`src/rtl/vc_pop_arbiter_if.sv`:
```
// Bus between the VC pop arbiter and its surroundings: VC FIFO read side
// (empty, lookahead peek, registered read data, pop) and D0/D1 write side.
interface vc_pop_arbiter_if #(
    parameter int data_width = 6
);
    logic                  vc0_empty;
    logic                  vc1_empty;
    logic [data_width-1:0] vc0_peek;
    logic [data_width-1:0] vc1_peek;
    logic [data_width-1:0] vc0_rdata;
    logic [data_width-1:0] vc1_rdata;
    logic                  vc0_pop;
    logic                  vc1_pop;
    logic                  d0_almost_full;
    logic                  d1_almost_full;
    logic                  d0_push;
    logic                  d1_push;
    logic [data_width-1:0] data_out;

    // FIFO side: provides VC status and data, consumes pops and pushes.
    modport master (
        output vc0_empty, vc1_empty, vc0_peek, vc1_peek, vc0_rdata, vc1_rdata,
        output d0_almost_full, d1_almost_full,
        input  vc0_pop, vc1_pop, d0_push, d1_push, data_out
    );

    // Arbiter side.
    modport slave (
        input  vc0_empty, vc1_empty, vc0_peek, vc1_peek, vc0_rdata, vc1_rdata,
        input  d0_almost_full, d1_almost_full,
        output vc0_pop, vc1_pop, d0_push, d1_push, data_out
    );
endinterface

```
`src/rtl/vc_pop_arbiter.sv`:
```
// Pops VC0/VC1 with strict VC0 priority and routes each popped word to D0 or
// D1 by its MSB, one cycle after the pop, stalling on downstream almost-full.
module vc_pop_arbiter #(
    parameter int data_width = 6,
    parameter int cnt_width  = 8
) (
    input  logic                 clk,
    input  logic                 reset,
    input  logic                 init,
    vc_pop_arbiter_if.slave      bus,
    output logic [cnt_width-1:0] vc0_pop_cnt,
    output logic [cnt_width-1:0] vc1_pop_cnt,
    output logic                 idle_out,
    output logic                 active_out
);

    localparam int msb = data_width - 1;

    typedef enum logic [1:0] {
        ST_RESET,
        ST_INIT,
        ST_IDLE,
        ST_ACTIVE
    } state_t;

    state_t               state_q, state_d;
    logic                 vc0_pop_q, vc0_pop_d;
    logic                 vc1_pop_q, vc1_pop_d;
    logic                 pop_dest_q, pop_dest_d;
    logic                 d0_push_q, d0_push_d;
    logic                 d1_push_q, d1_push_d;
    logic                 push_src_q, push_src_d;
    logic [cnt_width-1:0] cnt0_q, cnt0_d;
    logic [cnt_width-1:0] cnt1_q, cnt1_d;
    logic                 idle_q, idle_d;
    logic                 active_q, active_d;

    logic running;
    logic vc0_blocked;
    logic vc1_blocked;
    logic elig0;
    logic elig1;
    logic grant0;
    logic grant1;
    logic pop_pending;

    always_comb begin
        running     = (state_q == ST_IDLE) || (state_q == ST_ACTIVE);
        vc0_blocked = bus.vc0_peek[msb] ? bus.d1_almost_full : bus.d0_almost_full;
        vc1_blocked = bus.vc1_peek[msb] ? bus.d1_almost_full : bus.d0_almost_full;
        // The previous-cycle pop masks a VC because its flags are still stale.
        elig0       = running & init & ~bus.vc0_empty & ~vc0_blocked & ~vc0_pop_q;
        elig1       = running & init & ~bus.vc1_empty & ~vc1_blocked & ~vc1_pop_q;
        grant0      = elig0;
        grant1      = elig1 & ~elig0;
        pop_pending = vc0_pop_q | vc1_pop_q;
    end

    always_comb begin
        state_d    = state_q;
        vc0_pop_d  = 1'b0;
        vc1_pop_d  = 1'b0;
        pop_dest_d = 1'b0;
        d0_push_d  = 1'b0;
        d1_push_d  = 1'b0;
        push_src_d = 1'b0;
        cnt0_d     = cnt0_q;
        cnt1_d     = cnt1_q;

        case (state_q)
            ST_RESET: begin
                state_d = ST_INIT;
            end
            ST_INIT: begin
                cnt0_d = '0;
                cnt1_d = '0;
                if (init) begin
                    state_d = ST_IDLE;
                end
            end
            ST_IDLE, ST_ACTIVE: begin
                if (!init) begin
                    // Dropping init discards any in-flight push along with the counters.
                    state_d = ST_INIT;
                    cnt0_d  = '0;
                    cnt1_d  = '0;
                end else begin
                    vc0_pop_d  = grant0;
                    vc1_pop_d  = grant1;
                    pop_dest_d = grant1 ? bus.vc1_peek[msb] :
                                 (grant0 ? bus.vc0_peek[msb] : 1'b0);
                    d0_push_d  = pop_pending & ~pop_dest_q;
                    d1_push_d  = pop_pending & pop_dest_q;
                    push_src_d = vc1_pop_q;
                    cnt0_d     = cnt0_q + cnt_width'(grant0);
                    cnt1_d     = cnt1_q + cnt_width'(grant1);
                    if (grant0 || grant1) begin
                        state_d = ST_ACTIVE;
                    end else if (!pop_pending) begin
                        state_d = ST_IDLE;
                    end
                end
            end
            default: begin
                state_d = ST_RESET;
            end
        endcase

        idle_d   = (state_d == ST_IDLE);
        active_d = (state_d == ST_ACTIVE);
    end

    always_ff @(posedge clk or posedge reset) begin
        if (reset) begin
            state_q    <= ST_RESET;
            vc0_pop_q  <= 1'b0;
            vc1_pop_q  <= 1'b0;
            pop_dest_q <= 1'b0;
            d0_push_q  <= 1'b0;
            d1_push_q  <= 1'b0;
            push_src_q <= 1'b0;
            cnt0_q     <= '0;
            cnt1_q     <= '0;
            idle_q     <= 1'b0;
            active_q   <= 1'b0;
        end else begin
            state_q    <= state_d;
            vc0_pop_q  <= vc0_pop_d;
            vc1_pop_q  <= vc1_pop_d;
            pop_dest_q <= pop_dest_d;
            d0_push_q  <= d0_push_d;
            d1_push_q  <= d1_push_d;
            push_src_q <= push_src_d;
            cnt0_q     <= cnt0_d;
            cnt1_q     <= cnt1_d;
            idle_q     <= idle_d;
            active_q   <= active_d;
        end
    end

    // VC read data only becomes valid in the push cycle, so the word is steered
    // straight through rather than registered a second time.
    assign bus.data_out = (d0_push_q | d1_push_q) ?
                          (push_src_q ? bus.vc1_rdata : bus.vc0_rdata) : '0;

    assign bus.vc0_pop  = vc0_pop_q;
    assign bus.vc1_pop  = vc1_pop_q;
    assign bus.d0_push  = d0_push_q;
    assign bus.d1_push  = d1_push_q;
    assign vc0_pop_cnt  = cnt0_q;
    assign vc1_pop_cnt  = cnt1_q;
    assign idle_out     = idle_q;
    assign active_out   = active_q;

endmodule

```
`src/flat_wrapper.sv`:
```
// flat-port wrapper written by rule: the top's interface ports become plain ports
module vc_pop_arbiter_flat 
#(
    parameter int data_width = 6,
    parameter int cnt_width  = 8
)
  (clk, reset, init, vc0_pop_cnt, vc1_pop_cnt, idle_out, active_out, bus_vc0_empty, bus_vc1_empty, bus_vc0_peek, bus_vc1_peek, bus_vc0_rdata, bus_vc1_rdata, bus_d0_almost_full, bus_d1_almost_full, bus_vc0_pop, bus_vc1_pop, bus_d0_push, bus_d1_push, bus_data_out);
  vc_pop_arbiter_if #(.data_width(data_width)) bus_i ();
  input  logic clk;
  input  logic reset;
  input  logic init;
  output logic [cnt_width-1:0] vc0_pop_cnt;
  output logic [cnt_width-1:0] vc1_pop_cnt;
  output logic idle_out;
  output logic active_out;
  input wire logic [$bits(bus_i.vc0_empty)-1:0] bus_vc0_empty;
  input wire logic [$bits(bus_i.vc1_empty)-1:0] bus_vc1_empty;
  input wire logic [$bits(bus_i.vc0_peek)-1:0] bus_vc0_peek;
  input wire logic [$bits(bus_i.vc1_peek)-1:0] bus_vc1_peek;
  input wire logic [$bits(bus_i.vc0_rdata)-1:0] bus_vc0_rdata;
  input wire logic [$bits(bus_i.vc1_rdata)-1:0] bus_vc1_rdata;
  input wire logic [$bits(bus_i.d0_almost_full)-1:0] bus_d0_almost_full;
  input wire logic [$bits(bus_i.d1_almost_full)-1:0] bus_d1_almost_full;
  output wire logic [$bits(bus_i.vc0_pop)-1:0] bus_vc0_pop;
  output wire logic [$bits(bus_i.vc1_pop)-1:0] bus_vc1_pop;
  output wire logic [$bits(bus_i.d0_push)-1:0] bus_d0_push;
  output wire logic [$bits(bus_i.d1_push)-1:0] bus_d1_push;
  output wire logic [$bits(bus_i.data_out)-1:0] bus_data_out;
  assign bus_i.vc0_empty = bus_vc0_empty;
  assign bus_i.vc1_empty = bus_vc1_empty;
  assign bus_i.vc0_peek = bus_vc0_peek;
  assign bus_i.vc1_peek = bus_vc1_peek;
  assign bus_i.vc0_rdata = bus_vc0_rdata;
  assign bus_i.vc1_rdata = bus_vc1_rdata;
  assign bus_i.d0_almost_full = bus_d0_almost_full;
  assign bus_i.d1_almost_full = bus_d1_almost_full;
  assign bus_vc0_pop = bus_i.vc0_pop;
  assign bus_vc1_pop = bus_i.vc1_pop;
  assign bus_d0_push = bus_i.d0_push;
  assign bus_d1_push = bus_i.d1_push;
  assign bus_data_out = bus_i.data_out;
  vc_pop_arbiter #(.data_width(data_width), .cnt_width(cnt_width)) u_core (.clk(clk), .reset(reset), .init(init), .bus(bus_i), .vc0_pop_cnt(vc0_pop_cnt), .vc1_pop_cnt(vc1_pop_cnt), .idle_out(idle_out), .active_out(active_out));
endmodule
```
`config.mk`:
```
export PLATFORM = sky130hd
export DESIGN_NAME = vc_pop_arbiter_flat
export DESIGN_NICKNAME = d
export VERILOG_FILES = /design/src/rtl/vc_pop_arbiter_if.sv /design/src/rtl/vc_pop_arbiter.sv /design/src/flat_wrapper.sv
export SDC_FILE = /design/constraint.sdc
export NUM_CORES = 1
export LEC_CHECK = 0
export BUFFER_PORTS_ARGS = -buffer_cell sky130_fd_sc_hd__buf_2
export CAP_MARGIN = 20
export CORE_ASPECT_RATIO = 0.9
export CORE_MARGIN = 2
export CORE_UTILIZATION = 42
export CTS_CLUSTER_SIZE = 24
export DETAILED_ROUTE_END_ITERATION = 12
export PLACE_DENSITY = 0.77
export SKIP_LAST_GASP = 1
export SLEW_MARGIN = 20
export SYNTH_ARGS = -nofsm -noshare
export SYNTH_HDL_FRONTEND = slang
export SYNTH_SLANG_ARGS = --single-unit
```
`constraint.sdc`:
```
create_clock -name clk -period 2.25 [get_ports clk]
set_input_delay 0.1125 -clock clk [delete_from_list [all_inputs] [get_ports clk]]
set_output_delay 0.1125 -clock clk [all_outputs]
set_load 0.05 [all_outputs]
```
==> Yosys cells after proc, flatten, opt, wreduce, memory -nomap -nowiden <==
Index checks and enable logic that the tools add are counted.
{ "totals": {"ff_bits": 26, "latch_bits": 0, "mem_bits_rw": 0, "rom_bits": 0, "out_inout_bits": 28, "elab_cells": 70, "memories": 0} }
{ "op_classes": {"add_sub_neg": 2, "mul": 0, "n_div": 0, "magnitude_cmp": 0, "n_eq_ne": 5, "shifts": 0, "muxes": 27, "n_bitwise": 20, "n_reduce_logical": 5} }
{ "ops": {"columns": ["cell", "n"], "rows": [
  ["$pmux W8 S2", 2],
  ["$add A8 B1 Y8", 2],
  ["$mux W1", 16],
  ["$mux W8", 2],
  ["$mux W6", 2],
  ["$and A1 B1 Y1", 10],
  ["$eq A2 B2 Y1 const B", 4],
  ["$mux W2", 4],
  ["$not A1 Y1", 8],
  ["$pmux W2 S3", 1],
  ["$eq A2 B1 Y1 const B", 1],
  ["$logic_not A2 Y1", 1],
  ["$logic_or A1 B1 Y1", 2],
  ["$or A1 B1 Y1", 2],
  ["$reduce_bool A2 Y1", 1],
  ["$reduce_or A2 Y1", 1]
]} }

==> Logic depth before layout (Yosys ltp) <==
{ "logic_depth": {"depth_word": 13, "depth_mapped": 9} }

==> Worst setup path before layout <==
No wires, ideal clock.
{ "synth_timing": {"kind": "register -> register", "start": "reg u_core.vc0_pop_q, in the netlist u_core.bus.vc0_pop", "end": "reg u_core.cnt1_q[6], in the netlist u_core.vc1_pop_cnt[6]", "setup_ps": 126, "arrival_ps": 2429, "required_ps": 2124, "slack_ps": -305, "stages_incl_launch_ff": 10, "path_buffers": 1, "synth_period_minus_slack_ps": 2555, "path_cell_list": "dfrtp_1 or2_1 or2_0 buf_2 and4_1 ha_1 ha_1 and3_1 and3_1 a221o_1"} }
{ "synth_between": {"elab_chain_cells": 7} }
{ "synth_rtl": {"columns": ["item", "line", "rtl"], "rows": [
  ["start: declaration", "vc_pop_arbiter.sv:27", "logic vc0_pop_q, vc0_pop_d;"],
  ["start signal: assignment", "vc_pop_arbiter.sv:128", "vc0_pop_q <= vc0_pop_d;"],
  ["$not A1 Y1", "vc_pop_arbiter.sv:52", "elig0 = running & init & ~bus.vc0_empty & ~vc0_blocked & ~vc0_pop_q;"],
  ["$and A1 B1 Y1", "vc_pop_arbiter.sv:52", null],
  ["$not A1 Y1", "vc_pop_arbiter.sv:55", "grant1 = elig1 & ~elig0;"],
  ["$and A1 B1 Y1", "vc_pop_arbiter.sv:55", null],
  ["$add A8 B1 Y8", "vc_pop_arbiter.sv:96", "cnt1_d = cnt1_q + cnt_width'(grant1);"],
  ["$mux W8", "vc_pop_arbiter.sv:82", "if (!init) begin"],
  ["$pmux W8 S2", "vc_pop_arbiter.sv:70", "case (state_q)"],
  ["end signal: assignment", "vc_pop_arbiter.sv:135", "cnt1_q <= cnt1_d;"],
  ["end: declaration", "vc_pop_arbiter.sv:34", "logic [cnt_width-1:0] cnt1_q, cnt1_d;"]
]} }
Every way passes these cells.
A chain may end at the register's enable or synchronous reset.

==> Final worst setup path <==
Same ends and word-level chain as after synthesis.

==> flow_summary.toml <==
[global_route]
grt_pass1_wl_mm = 5.333
use_met2 = 0.3368
busiest_layer = "met2"
antenna_found_initial = 0
grt_pass1_vias = 1232
gr-total-overflow = 0
track_usage = 0.1837
grt_use_met3 = 0.03689
grt_max_degree = 19
met1_usage = 0.2167

[synth]
synth_ff_type = "dfrtp_1"
syn_area_per_cell_um2 = 10.12
synth_cells = 133
syn-cell-area_um2 = 1346
syn_nets = 168
synth_edf_count = 0
synthArstFlopShare = 1.000
synthTopCellsByArea = "dfrtp_1 48%, mux2i_1 5.2%, a22o_1 4.6%"
yosysUniqueCellTypes = 38
yosysSeqAreaShare = 0.4833
synth_top_area_cell = "dfrtp_1"
yosysWarningCount = 0
ys_ff_latch = 26
synth_top_area_frac = 0.4833

[drt]
wl_mm = 3.233
drc = 0
vias_per_cell = 5.522
wl_per_cell_um = 14.31
vias = 1248
ant_nets = 0
drt_iter0_drc = 32
first_pass_iters = 4

[setup_path]
critPathArrivalTime_ps = 2380
end_kind = "flip-flop"
worst_ep_required_time_ps = 2460
crit_fanout = 4
worstSetupPathType = "flip-flop to flip-flop"
startpoint_type = "flip-flop"

[sta]
rsz0062_at_grt = "no"
setup_viol = 0
slew_headroom = 0.5359
hold_viol = 0
finalCriticalPeriod_ps = 2166
fin_crit_sh = 0.9628
final-max-slew-violation-count = 0
worst_slew_pin_slew_ps = 693.6
whs_ps = 92.72
fin_skew_ps = 2.710
fmax_ghz = 0.4616
finalSetupTns_ps = 0

[floorplanning]
fp.dieH_um = 57.71
boundaryPins = 59
core_um2 = 3067
die_w_um = 63.68
start_util = 0.4390
dieArea_um2 = 3675
num_rows = 19

[clock_tree]
clockBufferDepth = 2
numCtsBuffers = 3
cts_tree = "done"
cts-root-buf = "clkbuf_4"
htree_levels = 1
clk_latency_ps = 310
cts.clk_slew.worst_paths_ps = 130
clkSinkCount = 26

[power_and_ir_drop]
p_leak_nw = 0.8876
peakVddDrop_uv = 250.3
power_mw = 0.8231
pwr_density_cell_nw_per_um2 = 474.3

[flow_run]
maxCapViolations = 0

[finish]
num-nets-final = 220
insertedDiodeCount = 0
syn_to_final_growth_pct = 28.90
drive_above_1_share = 0.3750
fin_util = 0.5659
mostFrequentLayoutCells = "48 x buf_2, 25 x dfrtp_1, 13 x nor2_1"
final_common_cell = "buf_2"

[place]
io_buffer_count = 48
routabilityCongestion = 0.7873
dp_hpwl_mm = 2.419

[run_status]
status = "completed"

[worst_hold_path]
holdCritPathClass = "input port to flip-flop"
metrics by stage:
| stage | area, um^2 | instances | setup slack (ps) |
|---|---|---|---|
| detailed placement | 1669 | 221 | 45.69 |
| global route | 1735 | 226 | 7.692 |
| global placement | 1669 | 221 | 97.67 |
| CTS | 1705 | 226 | 18.21 |
| floorplan | 1373 | 133 | -81.33 |
| finish | 1735 | 226 | 83.70 |
critical path: stages, from the launching register on:
cell,delay (ps)
dfrtp_2,440
or2_4,260
or2_4,250
and4_4,160
ha_4,160
ha_4,150
and3_4,180
and3_4,170
a221o_1,280
path summary, 6_finish.rpt:
path,startpoint,to,slack [ps],depth (start not counted)
min in group asynchronous,reset,u_core.bus.d0_push,420,3
hold reg to reg,u_core.pop_dest_q,u_core.bus.d0_push,440,1
hold / removal,init,u_core.state_q[1],90,2
setup reg to reg,u_core.bus.vc0_pop,u_core.vc1_pop_cnt[6],80,8
setup / recovery,u_core.bus.vc0_pop,u_core.vc1_pop_cnt[6],80,8
max in group asynchronous,reset,u_core.vc0_pop_cnt[5],1250,4
routing by layer:
layer,vias to the layer above,part of all wire
li1,595,-
met1,601,0.39
met2,48,0.53
met3,4,0.070
met4,0,0.0090
met5,-,0
what timing repair did:
item                                    in CTS  in global routing
resized for setup                            0                  9
endpoints found under the setup margin       0                  3
hold buffers                                 1                  0
buffers inserted                             0                  0
hold endpoints to repair                    16                  0
sequential cells by signal, indices dropped and copies added, names as in the netlist:
signal and cells:
u_core.vc0_pop_cnt 8, u_core.vc1_pop_cnt 8, u_core.state_q 2, u_core.active_out 1, u_core.bus.d0_push 1, u_core.bus.d1_push 1
u_core.bus.vc0_pop 1, u_core.bus.vc1_pop 1, u_core.idle_out 1, u_core.pop_dest_q 1, u_core.push_src_q 1
report_power, final:
group          internal, mW  total (mW)  leakage (nW)  switching [mW]
Sequential            0.477       0.486         0.354         0.00908
Clock                0.0691       0.200        0.0150           0.130
Combinational        0.0491       0.137         0.518          0.0883
kinds of logic (layout without fill, tap and decap cells):
group,Yosys count,count (layout),share of synthesized area
xor gates and xnor gates,1,1,0.006507
DFF,26,26,0.4833
and+or+nand+nor,51,51,0.2045
AOI/OAI and AO/OA,35,35,0.1803
adders and majority gates,4,4,0.03718
muxes,8,8,0.06320
buffers and inverters,8,59,0.02509
cell usage after synthesis, types with 3 or more instances:
library cell and n:
buf_2 3, dfrtp_1 26, nand3_1 6, nor2_1 14
a22o_1 7, nand2_1 6, ha_1 4, mux2i_1 7
o21ai_0 7, a31oi_1 6, a21oi_1 5, and4_1 3
and3_1 5
final cells by class:
cell class / instances / area (um^2)
multi-input combinational: 99 / 716.9
inverter: 2 / 7.507
sequential: 26 / 651.9
tap: 42 / 52.55
timing repair buffer: 53 / 280.3
fill: 267 / 1331
clock buffer: 4 / 26.28
(Power assumes the default switching activity.)
